### config.mk
export PLATFORM = sky130hd
export DESIGN_NAME = router_port_tx
export DESIGN_NICKNAME = d
export VERILOG_FILES = /design/src/rtl/router_port_tx.sv
export SDC_FILE = /design/constraint.sdc
export NUM_CORES = 1
export LEC_CHECK = 0
export CAP_MARGIN = 40
export CORE_MARGIN = 8
export CORE_UTILIZATION = 41
export CTS_BUF_LIST = sky130_fd_sc_hd__clkbuf_8
export DETAILED_ROUTE_END_ITERATION = 10
export PLACE_DENSITY = 0.68
export SYNTH_ARGS = -nofsm -noshare
export SYNTH_HDL_FRONTEND = slang
export SYNTH_SLANG_ARGS = --single-unit
### constraint.sdc
create_clock -name clock -period 2 [get_ports clock]
set_input_delay 0.3 -clock clock [delete_from_list [all_inputs] [get_ports clock]]
set_output_delay 0.3 -clock clock [all_outputs]
set_load 0.01 [all_outputs]
### src/rtl/router_port_tx.sv
// Bit-serial packet transmitter for one router input port: captures a (da, data)
// request and shifts it out as address, padding and payload on frame_n/valid_n/di.
module router_port_tx #(
  parameter int PAD_CYCLES = 10,
  parameter int CNT_W      = 16
) (
  input  logic             clock,
  input  logic             reset,
  input  logic             req_valid,
  output logic             req_ready,
  input  logic [3:0]       req_da,
  input  logic [31:0]      req_data,
  output logic             frame_n,
  output logic             valid_n,
  output logic             di,
  output logic             busy,
  output logic [CNT_W-1:0] pkt_count
);

  typedef enum logic [2:0] {ST_IDLE, ST_ADDR, ST_PAD, ST_DATA, ST_GAP} state_t;

  localparam logic [7:0] PAD_LAST = 8'(PAD_CYCLES - 1);

  state_t           state_r, state_s;
  logic [1:0]       addr_idx_r, addr_idx_s;
  logic [7:0]       pad_cnt_r, pad_cnt_s;
  logic [4:0]       data_idx_r, data_idx_s;
  logic [3:0]       da_r, da_src_s;
  logic [31:0]      data_r;
  logic             accept_s, pkt_done_s;
  logic             frame_s, valid_s, di_s, ready_s, busy_s;
  logic             req_ready_r, frame_r, valid_r, di_r, busy_r;
  logic [CNT_W-1:0] pkt_count_r;

  assign accept_s = req_valid && req_ready_r;
  // On the accept edge the address register is not loaded yet, so bit 0 comes straight from the request.
  assign da_src_s = accept_s ? req_da : da_r;

  // Next-state and per-state counter sequencing.
  always_comb begin
    state_s    = state_r;
    addr_idx_s = addr_idx_r;
    pad_cnt_s  = pad_cnt_r;
    data_idx_s = data_idx_r;
    pkt_done_s = 1'b0;
    case (state_r)
      ST_IDLE: begin
        if (accept_s) begin
          state_s    = ST_ADDR;
          addr_idx_s = 2'd0;
        end else begin
          state_s = ST_IDLE;
        end
      end
      ST_ADDR: begin
        if (addr_idx_r == 2'd3) begin
          if (PAD_CYCLES == 0) begin
            state_s    = ST_DATA;
            data_idx_s = 5'd0;
          end else begin
            state_s   = ST_PAD;
            pad_cnt_s = 8'd0;
          end
        end else begin
          addr_idx_s = addr_idx_r + 2'd1;
        end
      end
      ST_PAD: begin
        if (pad_cnt_r == PAD_LAST) begin
          state_s    = ST_DATA;
          data_idx_s = 5'd0;
        end else begin
          pad_cnt_s = pad_cnt_r + 8'd1;
        end
      end
      ST_DATA: begin
        if (data_idx_r == 5'd31) begin
          state_s    = ST_GAP;
          pkt_done_s = 1'b1;
        end else begin
          data_idx_s = data_idx_r + 5'd1;
        end
      end
      ST_GAP: begin
        if (accept_s) begin
          state_s    = ST_ADDR;
          addr_idx_s = 2'd0;
        end else begin
          state_s = ST_IDLE;
        end
      end
      default: state_s = ST_IDLE;
    endcase
  end

  // Line values for the state being entered, so the registered outputs line up with the state.
  always_comb begin
    frame_s = 1'b1;
    valid_s = 1'b1;
    di_s    = 1'b0;
    ready_s = 1'b0;
    busy_s  = 1'b0;
    case (state_s)
      ST_IDLE, ST_GAP: begin
        ready_s = 1'b1;
      end
      ST_ADDR: begin
        frame_s = 1'b0;
        di_s    = da_src_s[addr_idx_s];
        busy_s  = 1'b1;
      end
      ST_PAD: begin
        frame_s = 1'b0;
        di_s    = 1'b1;
        busy_s  = 1'b1;
      end
      ST_DATA: begin
        frame_s = (data_idx_s == 5'd31);
        valid_s = 1'b0;
        di_s    = data_r[data_idx_s];
        busy_s  = 1'b1;
      end
      default: begin
        frame_s = 1'b1;
      end
    endcase
  end

  // State and counter registers.
  always_ff @(posedge clock) begin
    if (reset) begin
      state_r    <= ST_IDLE;
      addr_idx_r <= 2'd0;
      pad_cnt_r  <= 8'd0;
      data_idx_r <= 5'd0;
    end else begin
      state_r    <= state_s;
      addr_idx_r <= addr_idx_s;
      pad_cnt_r  <= pad_cnt_s;
      data_idx_r <= data_idx_s;
    end
  end

  // Request capture; only an accepted request may change the held address and payload.
  always_ff @(posedge clock) begin
    if (reset) begin
      da_r   <= 4'd0;
      data_r <= 32'd0;
    end else if (accept_s) begin
      da_r   <= req_da;
      data_r <= req_data;
    end
  end

  // Registered protocol outputs, handshake and packet counter.
  always_ff @(posedge clock) begin
    if (reset) begin
      frame_r     <= 1'b1;
      valid_r     <= 1'b1;
      di_r        <= 1'b0;
      req_ready_r <= 1'b0;
      busy_r      <= 1'b0;
      pkt_count_r <= '0;
    end else begin
      frame_r     <= frame_s;
      valid_r     <= valid_s;
      di_r        <= di_s;
      req_ready_r <= ready_s;
      busy_r      <= busy_s;
      if (pkt_done_s) begin
        pkt_count_r <= pkt_count_r + CNT_W'(1);
      end
    end
  end

  assign frame_n   = frame_r;
  assign valid_n   = valid_r;
  assign di        = di_r;
  assign req_ready = req_ready_r;
  assign busy      = busy_r;
  assign pkt_count = pkt_count_r;

endmodule

-- After elaboration in Yosys (flattened, before gate mapping)
Cells that the tools add are included.
- bits in registers: 75
- latch bits: 0
- RAM bits: 0
- memory bits (read-only): 0
- input port bits: 39
- output and inout port bits: 21
- logic and storage cells: 67
- memories: 0
- $add $sub $neg: 4
- $mul: 0
- div/mod/pow operators: 0
- order comparisons: 2
- equality and inequality tests: 14
- shift-type cells: 0
- muxes and demuxes: 26
- bitwise operators: 0
- reductions and logical operators: 9
- operators with widths (operator ; count):
    16-bit by 1-bit adder with 16-bit output (second input constant) ; 1
    8-bit 2-to-1 mux ; 2
    8-bit one-hot mux with 2 select lines ; 1
    3-bit by 2-bit equality test with 1-bit output (second input constant) ; 4
    3-bit one-hot mux with 4 select lines ; 1
    5-bit equality test (second input constant) ; 2
    5-bit 2-to-1 mux ; 2
    5-bit one-hot mux with 2 select lines ; 1
    3-bit 2-to-1 mux ; 3
    8-bit by 1-bit adder with 8-bit output (second input constant) ; 1
    8-bit by 4-bit equality test with 1-bit output (second input constant) ; 1
    1-bit 2-to-1 mux ; 8
    3-bit by 1-bit equality test with 1-bit output (second input constant) ; 2
    3-bit equality test (second input constant) ; 2
    3-bit logical NOT ; 2
    5-bit by 6-bit < comparator with 1-bit output (second input constant) ; 1
    2-bit OR reduction ; 3
    5-bit by 1-bit adder with 5-bit output (second input constant) ; 1
    1-bit binary-select mux with 5-bit select ; 1
    2-bit 2-to-1 mux ; 2
    4-bit 2-to-1 mux ; 1
    2-bit != test (second input constant) ; 2
    2-bit one-hot mux with 2 select lines ; 1
    2-bit by 3-bit < comparator with 1-bit output (second input constant) ; 1
    other kinds (9) ; 9

-- Depth between registers and ports, before layout
Gate-level depths: netlist of the first run.
- word-level depth: 6
- depth in mapped cells: 12
- gate-level depth less buffers: 10

-- Worst setup path after synthesis of the first run
No wires, ideal clock.
- kind: reg-to-reg
- start point: register pad_cnt_r[0]
- end point: register di_r, in the netlist di
- library setup time: 0.124 ns
- arrival time: 1.981 ns
- data required time: 1.876 ns
- path slack: -0.105 ns
- stages on the path, launching flop included: 12
- buffers on the path: 2
- period minus slack after synthesis: 2.105 ns
- path through: dfxtp_1 -> ha_1 -> nor4b_4 -> a21oi_2 -> a211o_1 -> buf_6 -> buf_12 -> mux2i_1 -> a22oi_1 -> and3_1 -> a31oi_1 -> a31oi_1
- cells in the longest elaborated chain, start to end: 6
- elaborated cells on any way between the ends: 11
- classes of those cells: 4 x eq/ne; 7 x mux
- ends and longest elaborated chain (element ; line ; source):
    from (decl) ; 26 ; logic [7:0] pad_cnt_r, pad_cnt_s;
    from (signal assigned) ; 139 ; pad_cnt_r <= pad_cnt_s;
    8-bit by 4-bit equality test with 1-bit output (*) ; 69 ; if (pad_cnt_r == PAD_LAST) begin
    5-bit 2-to-1 mux ; 69 ;
    5-bit one-hot mux with 2 select lines ; 46 ; case (state_r)
    1-bit binary-select mux with 5-bit select ; 120 ; di_s = data_r[data_idx_s];
    1-bit 2-to-1 mux (implied by the code) ; 120 ;
    1-bit one-hot mux with 3 select lines (*) ; 103 ; case (state_s)
    to (signal assigned) ; 167 ; di_r <= di_s;
    to (decl) ; 32 ; logic req_ready_r, frame_r, valid_r, di_r, busy_r;
Mark *: on every way between the ends. The rest lies on a longest branch, timed or not. The select of a mux whose other input is x is not followed.
A chain may end at the register's enable or synchronous reset.

-- Worst setup path after layout of the first run
- start point: register pad_cnt_r[1]
- end point: register di_r, in the netlist di
Same word-level chain as after synthesis.

==> results of run 1 <==
[cells in the mapped netlist, drive strengths merged (3+ instances only)]
cell	count
and4	4
a31oi	4
xor2	16
xnor2	5
dfxtp	75
inv	5
and2	5
and3	4
nor3	3
buf	7
nand3	10
nand2	94
nor2	38
mux2i	22
nor2b	6
nand4	6
o21ai	3
clkbuf	15
ha	4
a21oi	47
[per-layer routing]
layer | share of wire, % | vias up
met5 | 0 | -
met4 | 1.6 | 0
met3 | 3.6 | 13
met2 | 48 | 51
met1 | 47 | 1421
li1 | - | 1560
[through the flow]
step	instance area, sq um	setup WS [ns]
after detailed placement	4390	-0.181
after CTS	4630	-0.178
after global routing	4660	-0.330
after global placement	4390	-0.131
final	4660	-0.182
after floorplan	3430	-0.0493
[cells by family after synthesis]
family | count (synthesis) | synth area share (%)
buffers and inverters | 27 | 3.77
XOR/XNOR | 21 | 5.38
adder cells (fa/ha/maj) | 4 | 1.46
AND/OR/NAND/NOR | 184 | 25.3
flip-flops | 75 | 43.9
AO/OA/AOI/OAI | 70 | 12.3
multiplexers | 24 | 7.76
[what timing repair did]
item                                    4_1_cts  5_1_grt
gates cloned                                  0        0
endpoints found under the setup margin        4       16
buffers inserted                              1        0
pin swaps                                     1        2
gates resized for setup                       2        8
[sequential cells by signal, summed over array words and instances (netlist names)]
signal	cells
pkt_count	16
data_idx_r	5
da_r	4
di	1
busy	1
req_ready	1
pad_cnt_r	8
data_r	32
addr_idx_r	2
valid_n	1
frame_n	1
state_r	3
[cell type report]
class | instances | share of cell area, %
timing repair buffer | 104 | 20.3
inverter | 5 | 0.402
sequential | 75 | 32.3
clock inverter | 5 | 1.64
clock buffer | 11 | 3.25
tap | 105 | 2.82
multi-input combinational | 303 | 39.3
[power by group through the flow]
stage,sequential [mW],combinational (mW),clock (mW)
2_1_floorplan,1.60,0.155,0
3_3_place_gp,1.60,0.285,0
5_1_grt,1.57,0.322,1.42
6_report,1.57,0.291,1.31
4_1_cts,1.57,0.292,1.35
3_5_place_dp,1.60,0.291,0
[path summary, 6_finish.rpt]
check | from | end | slack (ns)
min reg2reg | data_r[23] | data_r[23] | 0.45
max | pad_cnt_r[1] | di | -0.18
max reg2reg | pad_cnt_r[1] | di | -0.18
min | reset | data_idx_r[2] | 0.36
==> results_dict.tcl, run 1 <==
set metrics [dict create \
    status "complete, but fails checks" \
    violations "negative setup slack" \
    min_period_ns 2.18 \
    final_antenna_net_count 0 \
    p_int_mw 2.46 \
    synthFlopType "dfxtp_1" \
    worst-path-stages 11 \
    yosys_warnings 0 \
    synth-async-reset-ratio_pct 0 \
    n_antenna_cell 0 \
    cts_made_buffers 9 \
    multiInputGateArea_sq_mm 0.00183 \
    die_w_um 107 \
    p_clk_share_pct 41.4 \
    rsz0062_at_grt "yes" \
    syn-cell-area_sq_mm 0.00342 \
    synth-seq-cells 75 \
    rows 33 \
    synth_top_area_share_pct 43.9 \
    use_met1_pct 17.5 \
    grt_pass1_vias 2996 \
    syn_to_final_growth_pct 36.5 \
    grt_overflow_total 0 \
    finalNonFillerCells 608 \
    setup_tns_ns -0.182 \
    avgSynthCellArea_sq_um 8.44 \
    placed_cells 591 \
    max_cap_violations 0 \
    initial_core_util_pct 42.0 \
    critPathKind "flop to flop" \
    drtIter0Drc 167 \
    final_cell_mix "nand2_1, dfxtp_1, clkdlybuf4s50_1" \
    synth.area.top_cells "dfxtp_1, nand2_1, a21oi_1" \
    fin_util_pct 57.3 \
    p_sw_share_pct 22.4 \
    fin_nets 541 \
    htree_levels 3 \
    grt.met2_usage_pct 23.3 \
    cts_root_buf "clkbuf_8" \
    die_h_um 107 \
    report.final.slew_viol_count 0 \
    n_fill_cell 725 \
    peakVddDrop_mv 0.292 \
    critical_path.top_delay_family "simple AND/OR/NAND/NOR gates" \
    crit_path_max_incr_delay_ns 0.31 \
    timing.final.crit_share_pct 109 \
    grt_max_degree 35 \
    gp_congestion 0.846 \
    crit_buf_inv 2 \
    dp_hpwl_mm 6.02 \
    synth_edf_count 0 \
    clkSlewWorstSetupHoldPaths_ns 0.08 \
    cpMostUsedCell "mux2i_1" \
    cts.sinks 75 \
    critical_path_arrival_ns 2.46 \
    fin_skew_ns 0.00985 \
    setup.worst_path.end_class "flop" \
    fin_hold_ws_ns 0.362 \
    crit_path_start_kind "flop" \
    cts_buffer_depth 2 \
    use_met3_pct 4.13 \
    cp_max_fo 13 \
    layout_commonest_cell "nand2_1" \
    setup_viol_count_final 1 \
    portBuffers 59 \
    worstHoldPathCells 2 \
    io_pins 60 \
    worstPathCellList "inv_1 -> ha_1 -> nor4b_4 -> a21oi_2 -> a211o_1 -> buf_12 -> mux2i_2 -> mux2i_1 -> mux2i_1 -> or3_1 -> a31oi_1" \
    timing.final.ws_setup_ns -0.182 \
    syn_inst 405 \
    p_seq_share_pct 49.4 \
    globalRoute.busiestLayer "met2" \
    critPathSlowestCell "dfxtp_1" \
    relSlewSlack_pct 68.4 \
    rr_worst_depth 11 \
    total_power_mw 3.17 \
    hold_viol_final 0 \
    max_clock_freq_mhz 458 \
    cts_hold_buf 0 \
    syn-num-nets 448 \
    worst_pin_slew_ns 0.472 \
    power-per-cell-area_mw_per_mm2 680 \
    drc 0 \
    wl_per_cell_um 13.2 \
    core-area_sq_mm 0.00813 \
    vias 3045 \
    regArea_sq_mm 0.00151 \
    dr.pass1.iters 4 \
    routed_wirelength_mm 8.02 \
    gr-usage-all-layers_pct 14.3 \
    drive_gt1_share_pct 16.7 \
    via_per_inst 5.01 \
    die-area_sq_mm 0.0115 \
    synth.distinct_cells 54 \
    p_leak_nw 1.80 \
    power.switching_mw 0.711 \
    clk-insertion-delay-late_ns 0.35 \
    cts_tree "yes" \
    crit_required_ns 2.27 \
    synth_top_cell_by_area "dfxtp_1" \
    comb_power_share_pct 9.2 \
    ys_seq_area_share_pct 43.9 \
    antenna_found_initial 0 \
    grt_pass1_wl_mm 13.6 \
    hold_path_class "input pin to flop" \
]
Power figures use the tool's default switching activity.
==> run 2: changes to the inputs <==
clock period = 1.8 ns   (was 2 ns; I/O delays follow)
==> run 2 against run 1 <==
  * Worst setup slack got worse by 0.20 ns
  * Sequential share of layout area is 1.5 points lower
  * The flow still finishes with violations (negative setup slack)
  * Cell count increased by 2.5%
==> results_dict.tcl, run 2 (same netlist as run 1, synthesis figures left out) <==
set metrics [dict create \
    violations "negative setup slack" \
    portBuffers 59 \
    drive_gt1_share_pct 23.9 \
    final_antenna_net_count 0 \
    peakVddDrop_mv 0.443 \
    max_clock_freq_mhz 458 \
    clkSlewWorstSetupHoldPaths_ns 0.08 \
    drc 0 \
    crit_buf_inv 3 \
    routed_wirelength_mm 8.33 \
    n_antenna_cell 0 \
    timing.final.ws_setup_ns -0.382 \
    fin_nets 556 \
    crit_required_ns 2.03 \
    hold_path_class "input pin to flop" \
    p_leak_nw 1.89 \
    critPathKind "flop to flop" \
    die-area_sq_mm 0.0115 \
    wl_per_cell_um 13.4 \
    syn_to_final_growth_pct 43.9 \
    io_pins 60 \
    final_cell_mix "nand2_1, dfxtp_1, clkdlybuf4s50_1" \
    crit_path_start_kind "flop" \
    power-per-cell-area_mw_per_mm2 721 \
    fin_area_sq_mm 0.00492 \
    report.final.slew_viol_count 0 \
    postPlaceCellArea_sq_mm 0.00449 \
    cp_max_fo 13 \
    gr-usage-all-layers_pct 14.6 \
    dp_hpwl_mm 6.07 \
    grt_overflow_total 0 \
    layout_commonest_cell "nand2_1" \
    critical_path.top_delay_family "compound AO/OA/AOI/OAI gates" \
    grt_pass1_vias 3102 \
    fin_hold_ws_ns 0.269 \
    cts.sinks 75 \
    setup_viol_count_final 3 \
    via_per_inst 4.97 \
    fin_skew_ns 0.00761 \
    dr.pass1.iters 4 \
    hold_viol_final 0 \
    timing.final.crit_share_pct 121 \
    cts_made_buffers 9 \
    die_w_um 107 \
    largest_register_ffs 32 \
    min_period_ns 2.18 \
    die_h_um 107 \
    initial_core_util_pct 42.0 \
    total_power_mw 3.55 \
    worst_pin_slew_ns 0.417 \
    max_cap_violations 0 \
    grt_max_degree 34 \
    gp_congestion 0.882 \
    cts_tree "yes" \
    cts_root_buf "clkbuf_8" \
    crit_path_max_incr_delay_ns 0.33 \
    rows 33 \
    relSlewSlack_pct 72.1 \
    drtIter0Drc 123 \
    rsz0062_at_grt "yes" \
    critical_path_arrival_ns 2.41 \
    antenna_found_initial 0 \
    htree_levels 3 \
    setup.worst_path.end_class "flop" \
    status "complete, but fails checks" \
    largest-register "data_r" \
    core-area_sq_mm 0.00813 \
    grt_pass1_wl_mm 14.0 \
    worstPathCellList "inv_2 -> ha_4 -> nor4b_4 -> a21oi_2 -> a211o_1 -> buf_12 -> buf_12 -> mux2i_1 -> a22oi_1 -> a31oi_1 -> a31oi_1" \
    critPathSlowestCell "dfxtp_2" \
    clk-insertion-delay-late_ns 0.35 \
    vias 3099 \
    cts_buffer_depth 2 \
]
## run 2: area by class of cell
type / count / area, sq um
Fill cell: 707 / 3220
Multi-Input combinational cell: 303 / 1960
Sequential cell: 75 / 1510
Timing Repair Buffer: 119 / 1070
Clock buffer: 10 / 138
Tap cell: 105 / 131
Clock inverter: 6 / 87.6
Inverter: 5 / 18.8
## run 2: timing repair
| action | in CTS | in global routing |
|---|---|---|
| setup endpoints to repair | 16 | 21 |
| pin swaps | 8 | 19 |
| gates resized for setup | 13 | 34 |
| hold buffers | 0 | 0 |
| endpoints found under the hold margin | 0 | 0 |
| setup buffers | 2 | 6 |
## run 2: path summary, 6_finish.rpt
path | start | end | slack [ns] | cells past startpoint
setup / recovery | pad_cnt_r[1] | di | -0.38 | 11
hold / removal | reset | di | 0.27 | 4
setup reg to reg | pad_cnt_r[1] | di | -0.38 | 11
hold reg to reg | data_r[17] | data_r[17] | 0.46 | 2
## run 2: power breakdown
part | switching [mW] | leakage, nW | internal, mW
Clock | 0.646 | 0.110 | 0.819
Sequential | 0.0329 | 0.613 | 1.71
Combinational | 0.151 | 1.17 | 0.187
Total | 0.830 | 1.89 | 2.72
## run 2: worst min-delay path, delay by kind of cell
kind | cells | cell delay, ns
and+or+nand+nor | 2 | 0.14
buffers and inverters | 1 | 0.11
AOI/OAI and AO/OA | 1 | 0.04
## run 2: metrics by stage
stage,setup slack [ns],setup TNS [ns],instances,utilization (%)
after floorplan,-0.249,-0.249,405,-
after global placement,-0.322,-1.18,601,55.2
after detailed placement,-0.427,-1.40,601,55.2
after CTS,-0.378,-0.513,618,58.5
after global routing,-0.473,-1.50,623,60.4
final,-0.382,-0.458,623,60.4
## run 2: per-layer routing
metal | routed length [um] | GRT usage, % | vias to the layer above
met1 | 3780 | 17.1 | 1439
met4 | 82 | 4.52 | 0
met5 | 0 | 0 | -
met3 | 373 | 4.61 | 7
met2 | 4090 | 24.8 | 58
li1 | - | - | 1595
==> run 3: changes to the inputs <==
CTS_BUF_LIST = sky130_fd_sc_hd__clkbuf_4 sky130_fd_sc_hd__clkbuf_8   (was sky130_fd_sc_hd__clkbuf_8)
==> run 3 against run 2 <==
  * The flow still finishes with violations (negative setup slack)
  * Sequential power barely moved
  * Critical path depth did not move
  * Worst setup slack improved by 0.024 ns
  * Worst hold slack got worse by 0.0090 ns
  * Critical endpoint unchanged
==> results_dict.tcl, run 3 (same netlist as run 1, synthesis figures left out) <==
set metrics [dict create \
    htree_levels 3 \
    grt_overflow_total 0 \
    drc 0 \
    hold_path_class "input pin to flop" \
    p_leak_nw 1.88 \
    r2r-end "di" \
    clkSlewWorstSetupHoldPaths_ns 0.08 \
    fin_util_pct 60.6 \
    drtIter0Drc 115 \
    initial_core_util_pct 42.0 \
    report.final.slew_viol_count 0 \
    multiInputGateArea_sq_mm 0.00197 \
    grt_pass1_vias 3102 \
    setup_viol_count_final 3 \
    power-per-cell-area_mw_per_mm2 723 \
    violations "negative setup slack" \
    hold_path_end "di" \
    rows 33 \
    total_power_mw 3.57 \
    vias 3088 \
    hold_viol_final 0 \
    portBuffers 59 \
    die_h_um 107 \
    syn_to_final_growth_pct 44.2 \
    fin_skew_ns 0.00781 \
    setup.worst_path.end_class "flop" \
    setup_tns_ns -0.433 \
    regArea_sq_mm 0.00151 \
    clk-insertion-delay-late_ns 0.35 \
    grt_pass1_wl_mm 14.0 \
    min_period_ns 2.16 \
    critPathKind "flop to flop" \
    n_fill_cell 709 \
    status "complete, but fails checks" \
    die_w_um 107 \
    critical_path_arrival_ns 2.43 \
    grt_max_degree 34 \
    max_clock_freq_mhz 463 \
    max_cap_violations 0 \
    cts.sinks 75 \
    cts_tree "yes" \
    n_antenna_cell 0 \
    drive_gt1_share_pct 24.0 \
    cp_max_fo 13 \
    final_cell_mix "nand2_1, dfxtp_1, clkdlybuf4s50_1" \
    cts_made_buffers 9 \
    crit_path_start_kind "flop" \
    antenna_found_initial 0 \
    timing.final.crit_share_pct 120 \
    postPlaceCellArea_sq_mm 0.00449 \
    cts_root_buf "clkbuf_8" \
    fin_nets 555 \
    rr_startpoint "pad_cnt_r[1]" \
    finalNonFillerCells 622 \
    largest-register "data_r" \
    die-area_sq_mm 0.0115 \
    fin_hold_ws_ns 0.260 \
    worstHoldStart "reset" \
    io_pins 60 \
    fin_area_sq_mm 0.00493 \
    rsz0062_at_grt "yes" \
    rr_worst_depth 11 \
    placed_cells 601 \
    gr-usage-all-layers_pct 14.6 \
    dp_hpwl_mm 6.07 \
    gp_congestion 0.882 \
    largest_register_ffs 32 \
    wl_per_cell_um 13.4 \
    worstHoldPathCells 4 \
    rrSetupSlack_ns -0.36 \
    via_per_inst 4.96 \
    dr.pass1.iters 6 \
    routed_wirelength_mm 8.34 \
    layout_commonest_cell "nand2_1" \
    cts_buffer_depth 2 \
    dp_slack_ns -0.427 \
    core-area_sq_mm 0.00813 \
    final_antenna_net_count 0 \
    peakVddDrop_mv 0.443 \
    worst_pin_slew_ns 0.409 \
    crit_required_ns 2.07 \
    relSlewSlack_pct 72.6 \
    timing.final.ws_setup_ns -0.358 \
]
-- run 3: worst max path at each step --
stage	slack [ns]	startpoint	end
3_3_place_gp	-0.32	pad_cnt_r[1]	di
3_5_place_dp	-0.43	pad_cnt_r[1]	di
5_1_grt	-0.47	pad_cnt_r[1]	di
6_report	-0.36	pad_cnt_r[1]	di
4_1_cts	-0.38	pad_cnt_r[1]	di
2_1_floorplan	-0.25	pad_cnt_r[1]	di
-- run 3: critical path, cell delays in order (launching register included) --
cell,delay [ns]
dfxtp_2,0.33
inv_2,0.06
ha_4,0.11
nor4b_4,0.22
a21oi_2,0.11
a211o_1,0.31
buf_12,0.17
mux2i_1,0.12
mux2i_1,0.15
mux2i_1,0.08
or3_1,0.31
a31oi_1,0.12
-- run 3: final cells by class --
type                       count  share of cell area (%)
tap                          105                    2.67
clock inverter                 5                    1.70
timing repair buffer         118                    21.6
sequential                    75                    30.7
multi-input combinational    303                    40.0
inverter                       5                   0.381
clock buffer                  11                    2.94
-- run 3: per-layer routing --
layer	global-route usage, %	up-vias	part of all wire [%]
met3	4.61	7	4.4
met4	4.52	0	0.98
met2	24.8	57	49
met5	0	-	0
li1	-	1588	-
met1	17.2	1436	45
-- run 3: report_power, final --
group | switching, mW | internal (mW) | leakage (nW) | total [mW]
registers | 0.0329 | 1.71 | 0.612 | 1.74
logic | 0.150 | 0.187 | 1.16 | 0.337
clock network | 0.645 | 0.839 | 0.110 | 1.48
-- run 3: timing repair --
action | CTS | global route
gates resized for setup | 13 | 36
buffers inserted | 2 | 5
pin swaps | 8 | 23
endpoints found under the setup margin | 17 | 21
hold buffers | 0 | 0
